==> config.mk <==
export PLATFORM = sky130hd
export DESIGN_NAME = f3_puzzle_engine_flat
export DESIGN_NICKNAME = d
export VERILOG_FILES = /design/src/rtl/f3_puzzle_engine_pkg.sv /design/src/rtl/f3_puzzle_engine_if.sv /design/src/rtl/f3_lfsr16.sv /design/src/rtl/f3_puzzle_engine.sv /design/src/flat_wrapper.sv
export SDC_FILE = /design/constraint.sdc
export NUM_CORES = 1
export LEC_CHECK = 0
export CORE_ASPECT_RATIO = 0.5
export CORE_UTILIZATION = 25
export DETAILED_ROUTE_END_ITERATION = 8
export PLACE_DENSITY = 0.47
export SYNTH_ARGS = -nofsm -noshare
export SYNTH_HDL_FRONTEND = slang
export SYNTH_SLANG_ARGS = --single-unit
==> constraint.sdc <==
create_clock -name sysclk -period 5.25 [get_ports sysclk]
set_input_delay 1.05 -clock sysclk [delete_from_list [all_inputs] [get_ports sysclk]]
set_output_delay 1.05 -clock sysclk [all_outputs]
set_load 0.01 [all_outputs]
==> src/rtl/f3_puzzle_engine_pkg.sv <==
// Shared definitions for the function-3 sliding puzzle: direction codes,
// engine states and board geometry.
package f3_pkg;

   localparam logic [3:0] DIR_NONE     = 4'd0;
   localparam logic [3:0] DIR_N        = 4'd1;
   localparam logic [3:0] DIR_E        = 4'd2;
   localparam logic [3:0] DIR_W        = 4'd3;
   localparam logic [3:0] DIR_S        = 4'd4;
   localparam logic [3:0] DIR_SCRAMBLE = 4'd5;

   localparam int BOARD_DIM = 4;
   localparam int TILES     = BOARD_DIM * BOARD_DIM;
   localparam logic [3:0] BLANK = 4'd0;

   typedef enum logic [1:0] {IDLE, MOVE, SCRAMBLE} state_t;

   // Tile value of the solved pattern at a given index.
   function automatic logic [3:0] solved_tile(input int unsigned idx);
      return (idx == TILES - 1) ? BLANK : 4'(idx + 1);
   endfunction

endpackage

==> src/rtl/f3_puzzle_engine_if.sv <==
// Key-processor inputs and renderer-facing outputs of the puzzle engine.
interface f3_puzzle_engine_if #(
   parameter int COUNT_W = 10
) ();
   logic               write;
   logic [3:0]         instruction;
   logic               scramble;
   logic [3:0]         rd_addr;
   logic [3:0]         rd_data;
   logic [3:0]         blank_pos;
   logic [COUNT_W-1:0] move_count;
   logic               solved;
   logic               busy;

   modport master (
      output write, instruction, scramble, rd_addr,
      input  rd_data, blank_pos, move_count, solved, busy
   );

   modport slave (
      input  write, instruction, scramble, rd_addr,
      output rd_data, blank_pos, move_count, solved, busy
   );
endinterface

==> src/rtl/f3_lfsr16.sv <==
// Free-running 16-bit Fibonacci LFSR, taps 16,14,13,11.
module f3_lfsr16 #(
   parameter logic [15:0] SEED = 16'hACE1
) (
   input  logic        clk,
   input  logic        rst_n,
   output logic [15:0] state
);

   always_ff @(posedge clk or negedge rst_n) begin
      if (!rst_n) state <= SEED;
      else        state <= {state[14:0], state[15] ^ state[13] ^ state[12] ^ state[10]};
   end

endmodule

==> src/rtl/f3_puzzle_engine.sv <==
// 4x4 fifteen-puzzle engine: one blank move per key press, LFSR scramble,
// registered tile read port and status for the tile renderer.
module f3_puzzle_engine #(
   parameter int          SCRAMBLE_MOVES = 64,
   parameter logic [15:0] LFSR_SEED      = 16'hACE1,
   parameter int          COUNT_W        = 10
) (
   input  logic               sysclk,
   input  logic               rst_n,
   f3_puzzle_engine_if.slave  bus
);
   import f3_pkg::*;

   state_t             state, state_nxt;
   logic               write_d, scramble_d;
   logic [3:0]         board [TILES];
   logic [3:0]         blank_pos, dir_q, step_dir, target;
   logic [7:0]         iter;
   logic [COUNT_W-1:0] move_count;
   logic               solved_q, board_is_solved;
   logic [3:0]         rd_q;
   logic [15:0]        lfsr;
   logic               move_req, scr_req;
   logic               latch_dir, load_iter, try_move, count_move, do_swap;
   logic [4:0]         nb;
   logic               unused_lfsr;

   // Returns {legal, target index} for moving the blank from pos in dir.
   function automatic logic [4:0] neighbour(input logic [3:0] pos, input logic [3:0] dir);
      logic [1:0] row;
      logic [1:0] col;
      row = pos[3:2];
      col = pos[1:0];
      case (dir)
         DIR_N:   return {row != 2'd0, pos - 4'd4};
         DIR_S:   return {row != 2'd3, pos + 4'd4};
         DIR_E:   return {col != 2'd3, pos + 4'd1};
         DIR_W:   return {col != 2'd0, pos - 4'd1};
         default: return {1'b0, pos};
      endcase
   endfunction

   f3_lfsr16 #(.SEED(LFSR_SEED)) u_lfsr (
      .clk   (sysclk),
      .rst_n (rst_n),
      .state (lfsr)
   );
   assign unused_lfsr = ^lfsr[15:2];

   assign move_req = bus.write & ~write_d &
                     (bus.instruction >= DIR_N) & (bus.instruction <= DIR_S);
   assign scr_req  = bus.scramble & ~scramble_d;

   always_comb begin
      state_nxt  = state;
      latch_dir  = 1'b0;
      load_iter  = 1'b0;
      try_move   = 1'b0;
      count_move = 1'b0;
      step_dir   = DIR_NONE;
      case (state)
         IDLE: begin
            if (scr_req) begin
               state_nxt = SCRAMBLE;
               load_iter = 1'b1;
            end else if (move_req) begin
               state_nxt = MOVE;
               latch_dir = 1'b1;
            end
         end
         MOVE: begin
            try_move   = 1'b1;
            count_move = 1'b1;
            step_dir   = dir_q;
            state_nxt  = IDLE;
         end
         SCRAMBLE: begin
            // lfsr[1:0] = 0..3 maps onto N,E,W,S which are codes 1..4
            try_move = 1'b1;
            step_dir = {2'b00, lfsr[1:0]} + 4'd1;
            if (iter == 8'd1) state_nxt = IDLE;
         end
         default: state_nxt = IDLE;
      endcase
   end

   assign nb      = neighbour(blank_pos, step_dir);
   assign do_swap = try_move & nb[4];
   assign target  = nb[3:0];

   always_comb begin
      board_is_solved = 1'b1;
      for (int unsigned i = 0; i < TILES; i++)
         if (board[i] != solved_tile(i)) board_is_solved = 1'b0;
   end

   always_ff @(posedge sysclk or negedge rst_n) begin
      if (!rst_n) state <= IDLE;
      else        state <= state_nxt;
   end

   always_ff @(posedge sysclk or negedge rst_n) begin
      if (!rst_n) begin
         for (int unsigned i = 0; i < TILES; i++) board[i] <= solved_tile(i);
         blank_pos  <= 4'd15;
         move_count <= '0;
         write_d    <= 1'b0;
         scramble_d <= 1'b0;
         dir_q      <= DIR_NONE;
         iter       <= '0;
         solved_q   <= 1'b1;
         rd_q       <= '0;
      end else begin
         write_d    <= bus.write;
         scramble_d <= bus.scramble;
         solved_q   <= board_is_solved;
         rd_q       <= board[bus.rd_addr];
         if (latch_dir) dir_q <= bus.instruction;
         if (load_iter) begin
            iter       <= 8'(SCRAMBLE_MOVES);
            move_count <= '0;
         end else if (state == SCRAMBLE) begin
            iter <= iter - 8'd1;
         end
         if (do_swap) begin
            board[blank_pos] <= board[target];
            board[target]    <= BLANK;
            blank_pos        <= target;
            if (count_move && move_count != '1) move_count <= move_count + 1'b1;
         end
      end
   end

   assign bus.rd_data    = rd_q;
   assign bus.blank_pos  = blank_pos;
   assign bus.move_count = move_count;
   assign bus.solved     = solved_q;
   assign bus.busy       = (state != IDLE);

endmodule

==> src/flat_wrapper.sv <==
// flat-port wrapper written by rule: the top's interface ports become plain ports
module f3_puzzle_engine_flat import f3_pkg::*;
#(
   parameter int          SCRAMBLE_MOVES = 64,
   parameter logic [15:0] LFSR_SEED      = 16'hACE1,
   parameter int          COUNT_W        = 10
)
  (sysclk, rst_n, bus_write, bus_instruction, bus_scramble, bus_rd_addr, bus_rd_data, bus_blank_pos, bus_move_count, bus_solved, bus_busy);
  f3_puzzle_engine_if #(.COUNT_W(COUNT_W)) bus_i ();
  input  logic sysclk;
  input  logic rst_n;
  input wire logic [$bits(bus_i.write)-1:0] bus_write;
  input wire logic [$bits(bus_i.instruction)-1:0] bus_instruction;
  input wire logic [$bits(bus_i.scramble)-1:0] bus_scramble;
  input wire logic [$bits(bus_i.rd_addr)-1:0] bus_rd_addr;
  output wire logic [$bits(bus_i.rd_data)-1:0] bus_rd_data;
  output wire logic [$bits(bus_i.blank_pos)-1:0] bus_blank_pos;
  output wire logic [$bits(bus_i.move_count)-1:0] bus_move_count;
  output wire logic [$bits(bus_i.solved)-1:0] bus_solved;
  output wire logic [$bits(bus_i.busy)-1:0] bus_busy;
  assign bus_i.write = bus_write;
  assign bus_i.instruction = bus_instruction;
  assign bus_i.scramble = bus_scramble;
  assign bus_i.rd_addr = bus_rd_addr;
  assign bus_rd_data = bus_i.rd_data;
  assign bus_blank_pos = bus_i.blank_pos;
  assign bus_move_count = bus_i.move_count;
  assign bus_solved = bus_i.solved;
  assign bus_busy = bus_i.busy;
  f3_puzzle_engine #(.SCRAMBLE_MOVES(SCRAMBLE_MOVES), .LFSR_SEED(LFSR_SEED), .COUNT_W(COUNT_W)) u_core (.sysclk(sysclk), .rst_n(rst_n), .bus(bus_i));
endmodule
* Yosys cells after proc, flatten, opt, wreduce, memory -nomap -nowiden
Cells that the tools add are included.
** Word-level totals
- Bits in registers :: 115
- Input port bits :: 12
- Word-level logic and storage cells :: 138
** Cells by class
- Add/subtract/negate cells :: 7
- Order comparisons :: 7
- Equality and inequality tests :: 27
- Multiplexer cells :: 45
- Bitwise gates (word level) :: 15
- Reductions and logical operators :: 11
** Operator list (count)
- 64-bit bitwise AND :: 1
- 64-bit bitwise mux :: 1
- 64-bit inverter :: 1
- 4-bit binary-select mux with 4-bit select :: 2
- 4-bit demux with 4-bit select :: 2
- 4-bit inequality test, second input constant :: 8
- 10-bit 2-to-1 mux :: 3
- 4-bit 2-to-1 mux :: 6
- 1-bit 2-to-1 mux :: 23
- 5-bit case mux with 4 select lines :: 1
- 8-bit 2-to-1 mux :: 2
- 4-bit by 3-bit inequality test with 1-bit output, second input constant :: 4
- 5-bit >= comparator, second input constant :: 3
- 4-bit inverter with 5-bit output :: 3
- 10-bit by 1-bit adder with 10-bit output, second input constant :: 1
- 5-bit by 1-bit less-than comparator with 1-bit output, second input constant :: 2
- 10-bit inequality test, second input constant :: 1
- 4-bit by 2-bit == test with 1-bit output, second input constant :: 2
- 8-bit by 1-bit == test with 1-bit output, second input constant :: 1
- 4-bit by 2-bit inequality test with 1-bit output, second input constant :: 2
- 4-bit case mux with 2 select lines :: 1
- 2-bit nonzero test :: 4
- 8-bit by 1-bit subtractor with 8-bit output, second input constant :: 1
- 2-bit 2-to-1 mux :: 3
- other kinds (24) :: 34

* Logic depth before layout (Yosys ltp)
Gate-level depths: netlist (run 1).
- Depth in word-level cells :: 17
- Mapped depth :: 19
- Mapped depth without buffers :: 15

* By module
A second synthesis (run 1) with hierarchy kept.
** Second synthesis, totals
- Cells, all modules :: 664
- Area total of the unflattened synthesis :: 6855.3 sq um
** By module, submodules not included
- f3_puzzle_engine :: times used 1, cells each 645, area an instance 6418.7 sq um, sequential area each 2523.7 sq um
- f3_lfsr16 :: times used 1, cells each 19, area an instance 436.7 sq um, sequential area each 410.4 sq um

* Worst setup path before layout (run 1)
Ideal clock, no wire load.
- Path kind :: register to register
- Start :: reg u_core.state[0]
- End :: reg u_core.board[48] (netlist name)
- Setup time :: 126 ps
- Data arrival time :: 3902 ps
- Slack :: 1222 ps
- Stages on the path, launching flop included :: 18
- Path buffers :: 4
- Cell sequence :: dfrtp_1 inv_1 ha_1 buf_6 a21boi_2 and3_1 buf_2 clkbuf_1 o21ai_0 xnor2_1 ha_1 buf_1 mux2_2 o22ai_1 o21ai_0 a221o_1 and3_1 a221o_1
** On the way
- Cells in the longest elaborated chain, start to end :: 11
- Elaborated cells on any way between the ends :: 23
** RTL lines
- start, declared :: line f3_puzzle_engine.sv:14 : state_t state, state_nxt;
- start signal, assigned :: line f3_puzzle_engine.sv:99 : else state <= state_nxt;
- 2-bit == test or 2-bit by 1-bit == test with 1-bit output (tied branches) :: line f3_puzzle_engine.sv:61 : case (state)
- 4-bit case mux with 2 select lines :: line f3_puzzle_engine.sv:61
- 4-bit by 2-bit == test with 1-bit output (tied with other cells) :: line f3_puzzle_engine.sv:34 : case (dir)
- 5-bit case mux with 4 select lines :: line f3_puzzle_engine.sv:34
- 4-bit inverter with 5-bit output (not written as such) :: line f3_puzzle_engine.sv:126, f3_puzzle_engine.sv:127
- 5-bit >= comparator (not written as such) or 5-bit by 1-bit less-than comparator with 1-bit output (tied branches) :: line f3_puzzle_engine.sv:127 : board[target] <= BLANK;
- 1-bit logical AND (not written as such) :: line f3_puzzle_engine.sv:127
- 4-bit 2-to-1 mux (not written as such) :: line f3_puzzle_engine.sv:127
- 4-bit demux with 4-bit select :: line f3_puzzle_engine.sv:127
- 64-bit inverter (no line)
- 64-bit bitwise AND (no line)
- end signal, assigned by index :: line f3_puzzle_engine.sv:126 : board[blank_pos] <= board[target];
- end, declared :: line f3_puzzle_engine.sv:16 : logic [3:0] board [TILES];
Several ways; a longest one is shown, not always the timed one. The select of a mux whose other input is x is not followed.
A chain may end at the register's enable or synchronous reset.

* Worst setup path in the final report (run 1)
- Start :: reg u_core.state[0]
- End :: reg u_core.board[13] (netlist name)
The elaborated chain is that of the path after synthesis.

==> results by group, run 1 <==
Clocking
  – CTS clk-pin slew, worst paths: 0.06 ns
  – Clock Latency Late Sink: 0.44 ns
  – Htree depth: 4
  – CTS tree: done
  – CTS Buffer Depth: 2
  – Hold buffers post-CTS: 0
  – Post_cts resized: 0
  – Post-CTS repair timing setup buffer count: 0
  – Root Driver: clkbuf_16
  – Inserted Clock Buffers: 17
  – # clock sinks: roughly 120

Cells and area
  – Register Area: 2934 sq um
  – Area delta synth->final: 17.93%
  – Ratio of cells with drive above 1 in the final layout: 24.71%
  – Commonest non-fill, non-tap cells in the layout: nand2_1 (97), dfrtp_1 (70), dfstp_2 (45)
  – Fill count: 2975
  – Antenna Diode Count: 0
  – Commonest non-fill, non-tap cell in the layout: nand2_1
  – Post-layout net count: around 800
  – Multi-input logic area: 4259 sq um
  – Util after Layout: between 30% and 40%

Hold path
  – Hold crit path type: register to register

Timing
  – Max-slew headroom: 27.44%
  – Setup TNS: 0 ns
  – Worst-Margin Slew: about 1.1 ns
  – Fin. Hold Viols: 0
  – Fmax: about 230 MHz
  – Final setup margin: roughly 0.97 ns
  – Clock Skew: 0.01392 ns
  – Min Tclk post-route: approximately 4.3 ns
  – RSZ-0062 raised after global routing: no
  – # setup viols final: 0
  – Tcrit/Tclk final: 81.51%
  – Final hold slack: 0.3553 ns
  – Fin. max-slew vios: 0

Die
  – Placement Rows: 44
  – Die span in x: 246.1 um
  – Initial Util: between 20% and 30%
  – Die height: 124.0 um
  – Io pins: 32
  – Core Region: 29120 sq um
  – Die area: roughly 31000 sq um

Logic synthesis
  – Ys Warns: 0
  – Complex-gate fraction of the synthesized area: between 20% and 30%
  – Gate Count Post-Synth: around 740
  – Async set or reset register ratio after synthesis: 100.0%
  – Distinct cells, synth: 81
  – Post-synthesis cell area: about 7400 sq um
  – Adder-Cell Fraction of Synth Area: 1.344%
  – Post-synthesis sequential area ratio: about two fifths
  – Post-synthesis simple-gate area fraction: 19.51%
  – Largest family of logic cells by synthesized area: compound AO/OA/AOI/OAI gates
  – Synth Area per Inst: 10.13 sq um
  – Synth top area cells: dfrtp_1 (24%), dfstp_2 (16%), mux4_2 (9.7%)
  – Post-synth EDFFs: 0
  – Synth Area in XOR/XNOR: 1.411%
  – Mux contribution to synthesized area: 14.82%
  – Register bit count reported by yosys: 115
  – Top FF cell, synth: dfrtp_1
  – Synth area leader: dfrtp_1
  – Synth top area share: 23.52%
  – Syn_nets: 755

Placement
  – PortBufs: 31
  – Routability cong.: approximately 0.94
  – Place WS: 1.034 ns
  – Dpl hpwl: 20.21 mm

Critical path
  – CP Max Fanout: 15
  – WS Path Type: register to register
  – WP data required: 5.55 ns
  – CP Capture Type: register
  – Reg2Reg Setup Slack: 0.97 ns
  – Startpoint types: register
  – Crit path arrival time: 4.57 ns

Route
  – DR vias/cell: 5.830
  – ANT nets after route: 0
  – DR WL/cell: 24.02 um
  – Drt total wl: 28.05 mm
  – DR DRC count: 0
  – Iter 0 DRT Violations: between 600 and 700
  – First-pass iteration count of the detailed router: 7
  – Vias: 6810

GRT
  – Initial antenna violation count: 0
  – Largest net degree at the start of global routing: 45
  – Global-route wire length before repair: 43.05 mm
  – Global-route usage over all layers: about a fifth
  – Grt total ovfl: 0
  – Vias in the first global route: about 6700

Pwr
  – Pleak: 3.178 nW
  – Worst IR Drop VDD: 0.0002029 V
  – Pwr dens: 342.1 nW/um^2

Outcome
  – Status: finished clean

Job
  – Total of max-cap violations: 0
## layout make-up
class	instances	area share (%)
multi-input cells	563	48.50
flip-flops and latches	115	33.41
well taps	391	5.571
repair buffers	53	5.385
clock buffers	18	4.887
clock inverters	14	1.653
inverters	14	0.5984
## per-stage QoR
stage / instances / total power, W / instance area, sq um
after global placement: 1136 / 0.001822 / 8208
after global routing: 1168 / 0.003127 / 8782
after CTS: 1168 / 0.003006 / 8782
after detailed placement: 1136 / 0.001827 / 8208
after floorplan: 735 / 0.001555 / 7447
final: 1168 / 0.003004 / 8782
## where the power goes
group | total (W) | internal [W] | switching [W]
registers | 0.00100 | 0.000940 | 0.0000596
logic | 0.000837 | 0.000265 | 0.000573
clock network | 0.00117 | 0.000667 | 0.000500
## critical path: stages, from the launching register on
cell      delay [ns]
dfrtp_1         0.40
inv_1           0.09
ha_1            0.41
a22o_4          0.26
and3_1          0.18
o21ai_0         0.10
xnor2_1         0.14
ha_1            0.59
buf_4           0.34
mux2_2          0.37
o22a_1          0.18
a221o_1         0.55
nand2_1         0.35
o221ai_1        0.17
## registers in the layout, indices dropped and copies added, names as in the netlist
name and cells:
u_core.write_d 1, u_core.bus.solved 1, u_core.scramble_d 1, u_core.board 64
u_core.bus.blank_pos 4, u_core.dir_q 4, u_core.u_lfsr.state 16, u_core.iter 8
u_core.bus.rd_data 4, u_core.state 2, u_core.bus.move_count 10
## cell usage after synthesis, types with 12 or more instances
library cell / number
o21ai_1: 15
nor3_1: 14
clkbuf_1: 20
dfrtp_1: 70
nand2_1: 97
buf_2: 12
inv_1: 12
o221ai_1: 34
mux4_2: 32
nand3_1: 43
mux2_2: 26
nand4_1: 15
nor2_1: 36
dfstp_2: 45
a32oi_1: 15
o21ai_0: 31
nor4_1: 15
## path summary, 6_finish.rpt
check / startpoint / endpoint / cells after the start
max: u_core.state[0] / u_core.board[13] / 13
min: u_core.u_lfsr.state[4] / u_core.u_lfsr.state[5] / 0
max reg2reg: u_core.state[0] / u_core.board[13] / 13
min reg2reg: u_core.u_lfsr.state[4] / u_core.u_lfsr.state[5] / 0
max in group asynchronous: rst_n / u_core.u_lfsr.state[0] / 2
min in group asynchronous: rst_n / u_core.board[26] / 1
## layer usage
layer | global-route usage [%] | routed length, um
met1 | 26.44 | 12790
met3 | 4.202 | 2297
met2 | 29.30 | 12280
met4 | 6.755 | 686
met5 | 0 | 0
## logic make-up after synthesis
group | after synthesis
xor+xnor | 12
mux | 66
compound gates | 194
buf+inv | 57
simple gates | 283
flops | 115
fa+ha+maj | 8
No activity file was read; power rests on OpenSTA's default activity.
==> run 2, diff against run 1 <==
Clock period 5.25 ns to 4.1 ns, I/O delays scaled along.
==> run 2 against run 1 <==
Effect of this change: clock skew decreased by 0.00091 ns; non-clock buffer count up 8; final cell count rose by 0.68%; sequential power up 28%; flip-flop and latch count stayed put; critical path depth unchanged; utilization rose by 0.53 points; worst setup slack worse by 0.72 ns; highest routed layer unchanged.
==> results by group, run 2 (same netlist as run 1, synthesis figures left out) <==
GRT
  – Grt total ovfl: 0 (unchanged)
  – Largest net degree at the start of global routing: 60 (+33%)
  – GRT met3 Usage: 4.460% (+0.26 points)
  – Global-route usage over all layers: 18.60% (-0.51 points)
  – Global-route wire length before repair: 42.13 mm (-2.1%)
  – Met2 Usage GRT: 28.48% (-0.83 points)
  – Global route hottest layer: met2
  – Vias in the first global route: 6663 (-0.13%)
  – Met1 usage: 25.17% (-1.3 points)
  – Initial antenna violation count: 0 (unchanged)

Clocking
  – CTS clk-pin slew, worst paths: 0.06 ns (about the same)
  – CTS tree: done
  – Clock Latency Late Sink: 0.44 ns (about the same)
  – Htree depth: 4 (unchanged)
  – CTS Buffer Depth: 2 (unchanged)
  – Hold buffers post-CTS: 0 (unchanged)
  – # clock sinks: 115 (unchanged)
  – Inserted Clock Buffers: 17 (unchanged)
  – Root Driver: clkbuf_16

Die
  – Die area: 30520 sq um (unchanged)
  – Io pins: 32 (unchanged)
  – Placement Rows: 44 (unchanged)
  – Die height: 124.0 um (unchanged)
  – Core Region: 29120 sq um (unchanged)
  – Initial Util: 25.57% (unchanged)
  – Die span in x: 246.1 um (unchanged)

Pwr
  – Pwr dens: 442.1 nW/um^2 (+29%)
  – Pleak: 3.257 nW (+2.5%)
  – Worst IR Drop VDD: 0.0002750 V (+36%)
  – Tot Pwr: 0.003951 W (+32%)

Placement
  – Routability cong.: 0.9244 (-1.4%)
  – PortBufs: 31 (unchanged)
  – Dpl hpwl: 19.82 mm (-1.9%)
  – Placed Area: 8293 sq um (+1.0%)

Critical path
  – WS Path Type: register to register
  – Worst-path cell chain: ha_1, a22o_4, and3_1, o21ai_0, xnor2_1, ha_1, buf_4, mux2_2, o22ai_1, o21ai_0, a221o_1, and3_1, a221o_1
  – Startpoint types: register
  – Max incr delay on CP: 0.55 ns (-0.04 ns)
  – Crit path arrival time: 4.16 ns (-0.41 ns)
  – Worst R2R Start: u_core.u_lfsr.state[0]
  – WP data required: 4.41 ns (-1.14 ns)
  – Reg2Reg Setup Slack: 0.25 ns (-0.72 ns)
  – CP Max Fanout: 11 (-4)
  – CP Capture Type: register
  – CP max-delay cell: dfstp_2
  – Register-to-Register Path Depth: 13 (unchanged)
  – Worst r2r dst: u_core.board[48]

Hold path
  – Worst-case hold path end point: u_core.u_lfsr.state[15]
  – Cells on Worst Hold Path: 0 (unchanged)
  – Hold crit path type: register to register
  – Worst min-delay path startpoint: u_core.u_lfsr.state[14]

Timing
  – Max-slew headroom: 34.48% (+7.0 points)
  – # setup viols final: 0 (unchanged)
  – Tcrit/Tclk final: 93.88% (+12 points)
  – Fmax: 259.8 MHz (+11%)
  – RSZ-0062 raised after global routing: no
  – Fin. max-slew vios: 0 (unchanged)
  – Min Tclk post-route: 3.849 ns (-0.4301 ns)
  – Fin. Hold Viols: 0 (unchanged)
  – Clock Skew: 0.01301 ns (-0.0009116 ns)
  – Worst-Margin Slew: 0.9762 ns (-0.1088 ns)
  – Setup TNS: 0 ns (unchanged)

Route
  – Drt total wl: 27.31 mm (-2.6%)
  – DR WL/cell: 23.22 um (-3.3%)
  – Vias: 6835 (+0.37%)
  – First-pass iteration count of the detailed router: 7 (unchanged)
  – DR vias/cell: 5.812 (-0.32%)
  – Iter 0 DRT Violations: 732 (+7.3%)
  – DR DRC count: 0 (unchanged)
  – ANT nets after route: 0 (unchanged)

Job
  – Total of max-cap violations: 0 (unchanged)

Cells and area
  – Final instance area: 8937 sq um (+1.8%)
  – Commonest non-fill, non-tap cell in the layout: nand2_1
  – Area delta synth->final: 20.01%
  – Commonest non-fill, non-tap cells in the layout: nand2_1 (96), dfrtp_1 (70), dfstp_2 (45)
  – Most flop-heavy register: u_core.board
  – Fill count: 2975 (unchanged)
  – Number of flip-flops under the largest register name: 64 (unchanged)
  – Ratio of cells with drive above 1 in the final layout: 25.73% (+1.0 points)
  – Post-layout net count: 792 (+1.0%)
  – Antenna Diode Count: 0 (unchanged)
  – Top flop regs: u_core.board x64, u_core.u_lfsr.state x16, u_core.bus.move_count x10

Outcome
  – Status: finished clean
[run 2: power breakdown]
part	switching, W	internal (W)	total, W
registers	0.0000763	0.00120	0.00128
logic	0.000685	0.000359	0.00104
clock network	0.000587	0.00104	0.00163
total	0.00135	0.00260	0.00395
[run 2: how the worst max path moves through the flow]
stage	start	to	slack, ns	cells after the start
2_1_floorplan	u_core.state[0]	u_core.board[48]	0.07	17
3_3_place_gp	u_core.u_lfsr.state[0]	u_core.board[0]	0.31	13
3_5_place_dp	u_core.u_lfsr.state[0]	u_core.board[0]	0.24	12
4_1_cts	u_core.state[1]	u_core.board[0]	0.23	13
5_1_grt	u_core.state[0]	u_core.board[48]	0.06	13
6_report	u_core.u_lfsr.state[0]	u_core.board[48]	0.25	13
[run 2: cell type report]
type / count / area, sq um / area share (%)
repair buffers: 61 / 558.0 / 6.244
clock buffers: 18 / 439.2 / 4.914
clock inverters: 14 / 202.7 / 2.268
inverters: 14 / 52.55 / 0.5880
multi-input cells: 563 / 4262 / 47.68
flip-flops and latches: 115 / 2934 / 32.83
well taps: 391 / 489.2 / 5.474
[run 2: metal layers]
layer  vias up  part of all wire (%)
li1       2963                     -
met1      3402                    45
met2       399                    44
met3        71                   7.9
met4         0                   3.7
met5         -                     0
[run 2: per-stage QoR]
stage | cells | setup slack, ns | hold slack (ns) | util [%]
global placement | 1144 | 0.3110 | 0.3378 | 28.48
detailed placement | 1144 | 0.2447 | 0.3395 | 28.48
global route | 1176 | 0.05530 | 0.3578 | 30.69
CTS | 1176 | 0.2343 | 0.3513 | 30.68
finish | 1176 | 0.2509 | 0.3492 | 30.69
floorplan | 735 | 0.07161 | 0.3312 | -
[run 2: what timing repair did]
action | 4_1_cts | 5_1_grt
endpoints found under the setup margin | 0 | 2
buffers inserted | 0 | 0
gates resized for setup | 0 | 1
[run 2: worst max-delay path, delay by kind of cell (launching register included)]
| family | cells | cell delay, ns |
|---|---|---|
| AOI/OAI and AO/OA | 6 | 1.39 |
| xor gates and xnor gates | 1 | 0.11 |
| adders and majority gates | 2 | 0.61 |
| buffers and inverters | 1 | 0.25 |
| DFF | 1 | 0.55 |
| muxes | 1 | 0.36 |
| and+or+nand+nor | 2 | 0.47 |
==> run 3, diff against run 2 <==
Settings changed: CELL_PAD_IN_SITES_DETAIL_PLACEMENT from default to 0, CELL_PAD_IN_SITES_GLOBAL_PLACEMENT from default to 1, PLACE_DENSITY 0.47 to 0.54, SKIP_CTS_REPAIR_TIMING from default to 1.
==> run 3 against run 2 <==
Effect of this change: clock skew fell by 0.0024 ns; utilization is 0.086 points higher; maximum frequency fell by 2.4%; largest cell class unchanged; flip-flop and latch count is the same; power rose by 2.0%; worst setup slack lost 0.096 ns; largest power group unchanged; sequential power about the same; via count up 0.26%.
==> results by group, run 3 (same netlist as run 1, synthesis figures left out) <==
Route
  – Metal3 WL: 2.375 mm (+10%)
  – DRT met1 WL: 12.64 mm (+3.5%)
  – Top Metal Used: met4
  – Met2 wire length: 12.53 mm (+5.0%)
  – Vias: 6853 (+0.26%)
  – DR DRC count: 0 (unchanged)
  – DR vias/cell: 5.813 (about the same)
  – First-pass iteration count of the detailed router: 5 (-2)
  – Drt total wl: 28.24 mm (+3.4%)
  – ANT nets after route: 0 (unchanged)
  – DR WL/cell: 23.95 um (+3.1%)
  – Iter 0 DRT Violations: 756 (+3.3%)

Cells and area
  – Util after Layout: 30.77% (+0.086 points)
  – Antenna Diode Count: 0 (unchanged)
  – Commonest non-fill, non-tap cells in the layout: nand2_1 (96), dfrtp_1 (70), dfstp_2 (45)
  – Area delta synth->final: 20.35%
  – Post-layout net count: 795 (+0.38%)
  – Commonest non-fill, non-tap cell in the layout: nand2_1
  – Top flop regs: u_core.board x64, u_core.u_lfsr.state x16, u_core.bus.move_count x10
  – Number of flip-flops under the largest register name: 64 (unchanged)
  – Ratio of cells with drive above 1 in the final layout: 26.14% (+0.41 points)
  – Most flop-heavy register: u_core.board

Die
  – Placement Rows: 44 (unchanged)
  – Initial Util: 25.57% (unchanged)
  – Die area: 30520 sq um (unchanged)
  – Core Region: 29120 sq um (unchanged)
  – Io pins: 32 (unchanged)
  – Die span in x: 246.1 um (unchanged)
  – Die height: 124.0 um (unchanged)

Clocking
  – Inserted Clock Buffers: 17 (unchanged)
  – CTS Buffer Depth: 2 (unchanged)
  – # clock sinks: 115 (unchanged)
  – CTS clk-pin slew, worst paths: 0.06 ns (about the same)
  – Clock Latency Late Sink: 0.44 ns (about the same)
  – CTS tree: done
  – Root Driver: clkbuf_16
  – Htree depth: 4 (unchanged)

Pwr
  – Sw Ratio: 33.87% (-0.25 points)
  – Clock power share: 41.2% (about the same)
  – Pleak: 3.274 nW (+0.50%)
  – Pwr dens: 449.8 nW/um^2 (+1.7%)
  – Switch Pwr: 0.001365 W (+1.3%)
  – Sequential power share: 31.7% (-0.7 points)
  – Comb power frac: 27.0% (+0.6 points)
  – Int Power: 0.002666 W (+2.4%)
  – Worst IR Drop VDD: 0.0002866 V (+4.2%)

Timing
  – Setup TNS: 0 ns (unchanged)
  – Tcrit/Tclk final: 96.22% (+2.3 points)
  – Min Tclk post-route: 3.945 ns (+0.09607 ns)
  – Fmax: 253.5 MHz (-2.4%)
  – # setup viols final: 0 (unchanged)
  – Clock Skew: 0.01061 ns (-0.002398 ns)
  – Fin. Hold Viols: 0 (unchanged)
  – RSZ-0062 raised after global routing: no
  – Max-slew headroom: 33.62% (-0.86 points)
  – Worst-Margin Slew: 0.9891 ns (+0.01287 ns)
  – Fin. max-slew vios: 0 (unchanged)

Critical path
  – Startpoint types: register
  – CP Max Fanout: 13 (+2)
  – Worst r2r dst: u_core.board[48]
  – CP Capture Type: register
  – Crit path from: u_core.state[0]
  – WP data required: 4.42 ns (about the same)
  – Crit path arrival time: 4.27 ns (+0.11 ns)
  – WS Path Type: register to register
  – Reg2Reg Setup Slack: 0.15 ns (-0.10 ns)
  – Register-to-Register Path Depth: 13 (unchanged)
  – Critical Path Sink: u_core.board[48]
  – Worst R2R Start: u_core.state[0]

Placement
  – PortBufs: 31 (unchanged)
  – Dpl hpwl: 20.37 mm (+2.8%)
  – Routability cong.: 0.9346 (+1.1%)

Hold path
  – Hold crit path type: register to register

GRT
  – Global-route usage over all layers: 19.19% (+0.59 points)
  – Global-route wire length before repair: 42.96 mm (+2.0%)
  – Vias in the first global route: 6601 (-0.93%)
  – Initial antenna violation count: 0 (unchanged)
  – Grt total ovfl: 0 (unchanged)
  – Largest net degree at the start of global routing: 63 (+5.0%)

Outcome
  – Status: finished clean

Job
  – Total of max-cap violations: 0 (unchanged)
## run 3: worst min-delay path by stage
stage	cells after the start	slack [ns]	to	startpoint
final	0	0.35	u_core.u_lfsr.state[15]	u_core.u_lfsr.state[14]
after global routing	0	0.36	u_core.u_lfsr.state[15]	u_core.u_lfsr.state[14]
after CTS	0	0.35	u_core.u_lfsr.state[15]	u_core.u_lfsr.state[14]
after detailed placement	0	0.34	u_core.u_lfsr.state[9]	u_core.u_lfsr.state[8]
after global placement	0	0.34	u_core.u_lfsr.state[9]	u_core.u_lfsr.state[8]
after floorplan	0	0.33	u_core.u_lfsr.state[3]	u_core.u_lfsr.state[2]
## run 3: critical path, cell delays in order, from the launching register on
cell and delay [ns]:
dfrtp_1 0.40, inv_1 0.09, ha_1 0.32, a22o_4 0.24
and3_1 0.20, o21ai_0 0.11, xnor2_1 0.14, ha_1 0.42
buf_4 0.32, mux2_2 0.37, o22a_1 0.18, a221o_1 0.53
and3_1 0.25, a221o_1 0.25
## run 3: area by class of cell
cell class	instances	area (sq um)
Clock buffer	19	442.9
Clock inverter	13	207.7
Fill cell	2992	20160
Inverter	14	52.55
Multi-Input combinational cell	563	4268
Sequential cell	115	2934
Tap cell	391	489.2
Timing Repair Buffer	64	568.0
## run 3: power groups by stage
stage,clock network [W],logic [W],registers [W]
3_3_place_gp,0,0.00107,0.00130
4_1_cts,0.00170,0.00106,0.00128
3_5_place_dp,0,0.00106,0.00130
6_report,0.00166,0.00109,0.00128
5_1_grt,0.00175,0.00116,0.00129
2_1_floorplan,0,0.000728,0.00126
## run 3: through the flow
step                      hold WS (ns)  worst slack (ns)  instance area, sq um  instances  power (W)
final                           0.3506            0.1549                  8962       1179   0.004031
after global routing            0.3635          0.003078                  8962       1179   0.004199
after CTS                       0.3537           0.07476                  8954       1179   0.004051
after detailed placement        0.3380           0.08569                  8303       1147   0.002359
after global placement          0.3369            0.1568                  8303       1147   0.002369
after floorplan                 0.3312           0.07161                  7447        735   0.001991
## run 3: layer usage
metal / up-vias / GRT usage, %
li1: 2989 / -
met1: 3464 / 26.28
met2: 340 / 28.95
met3: 60 / 5.064
met4: 0 / 7.065
met5: - / 0
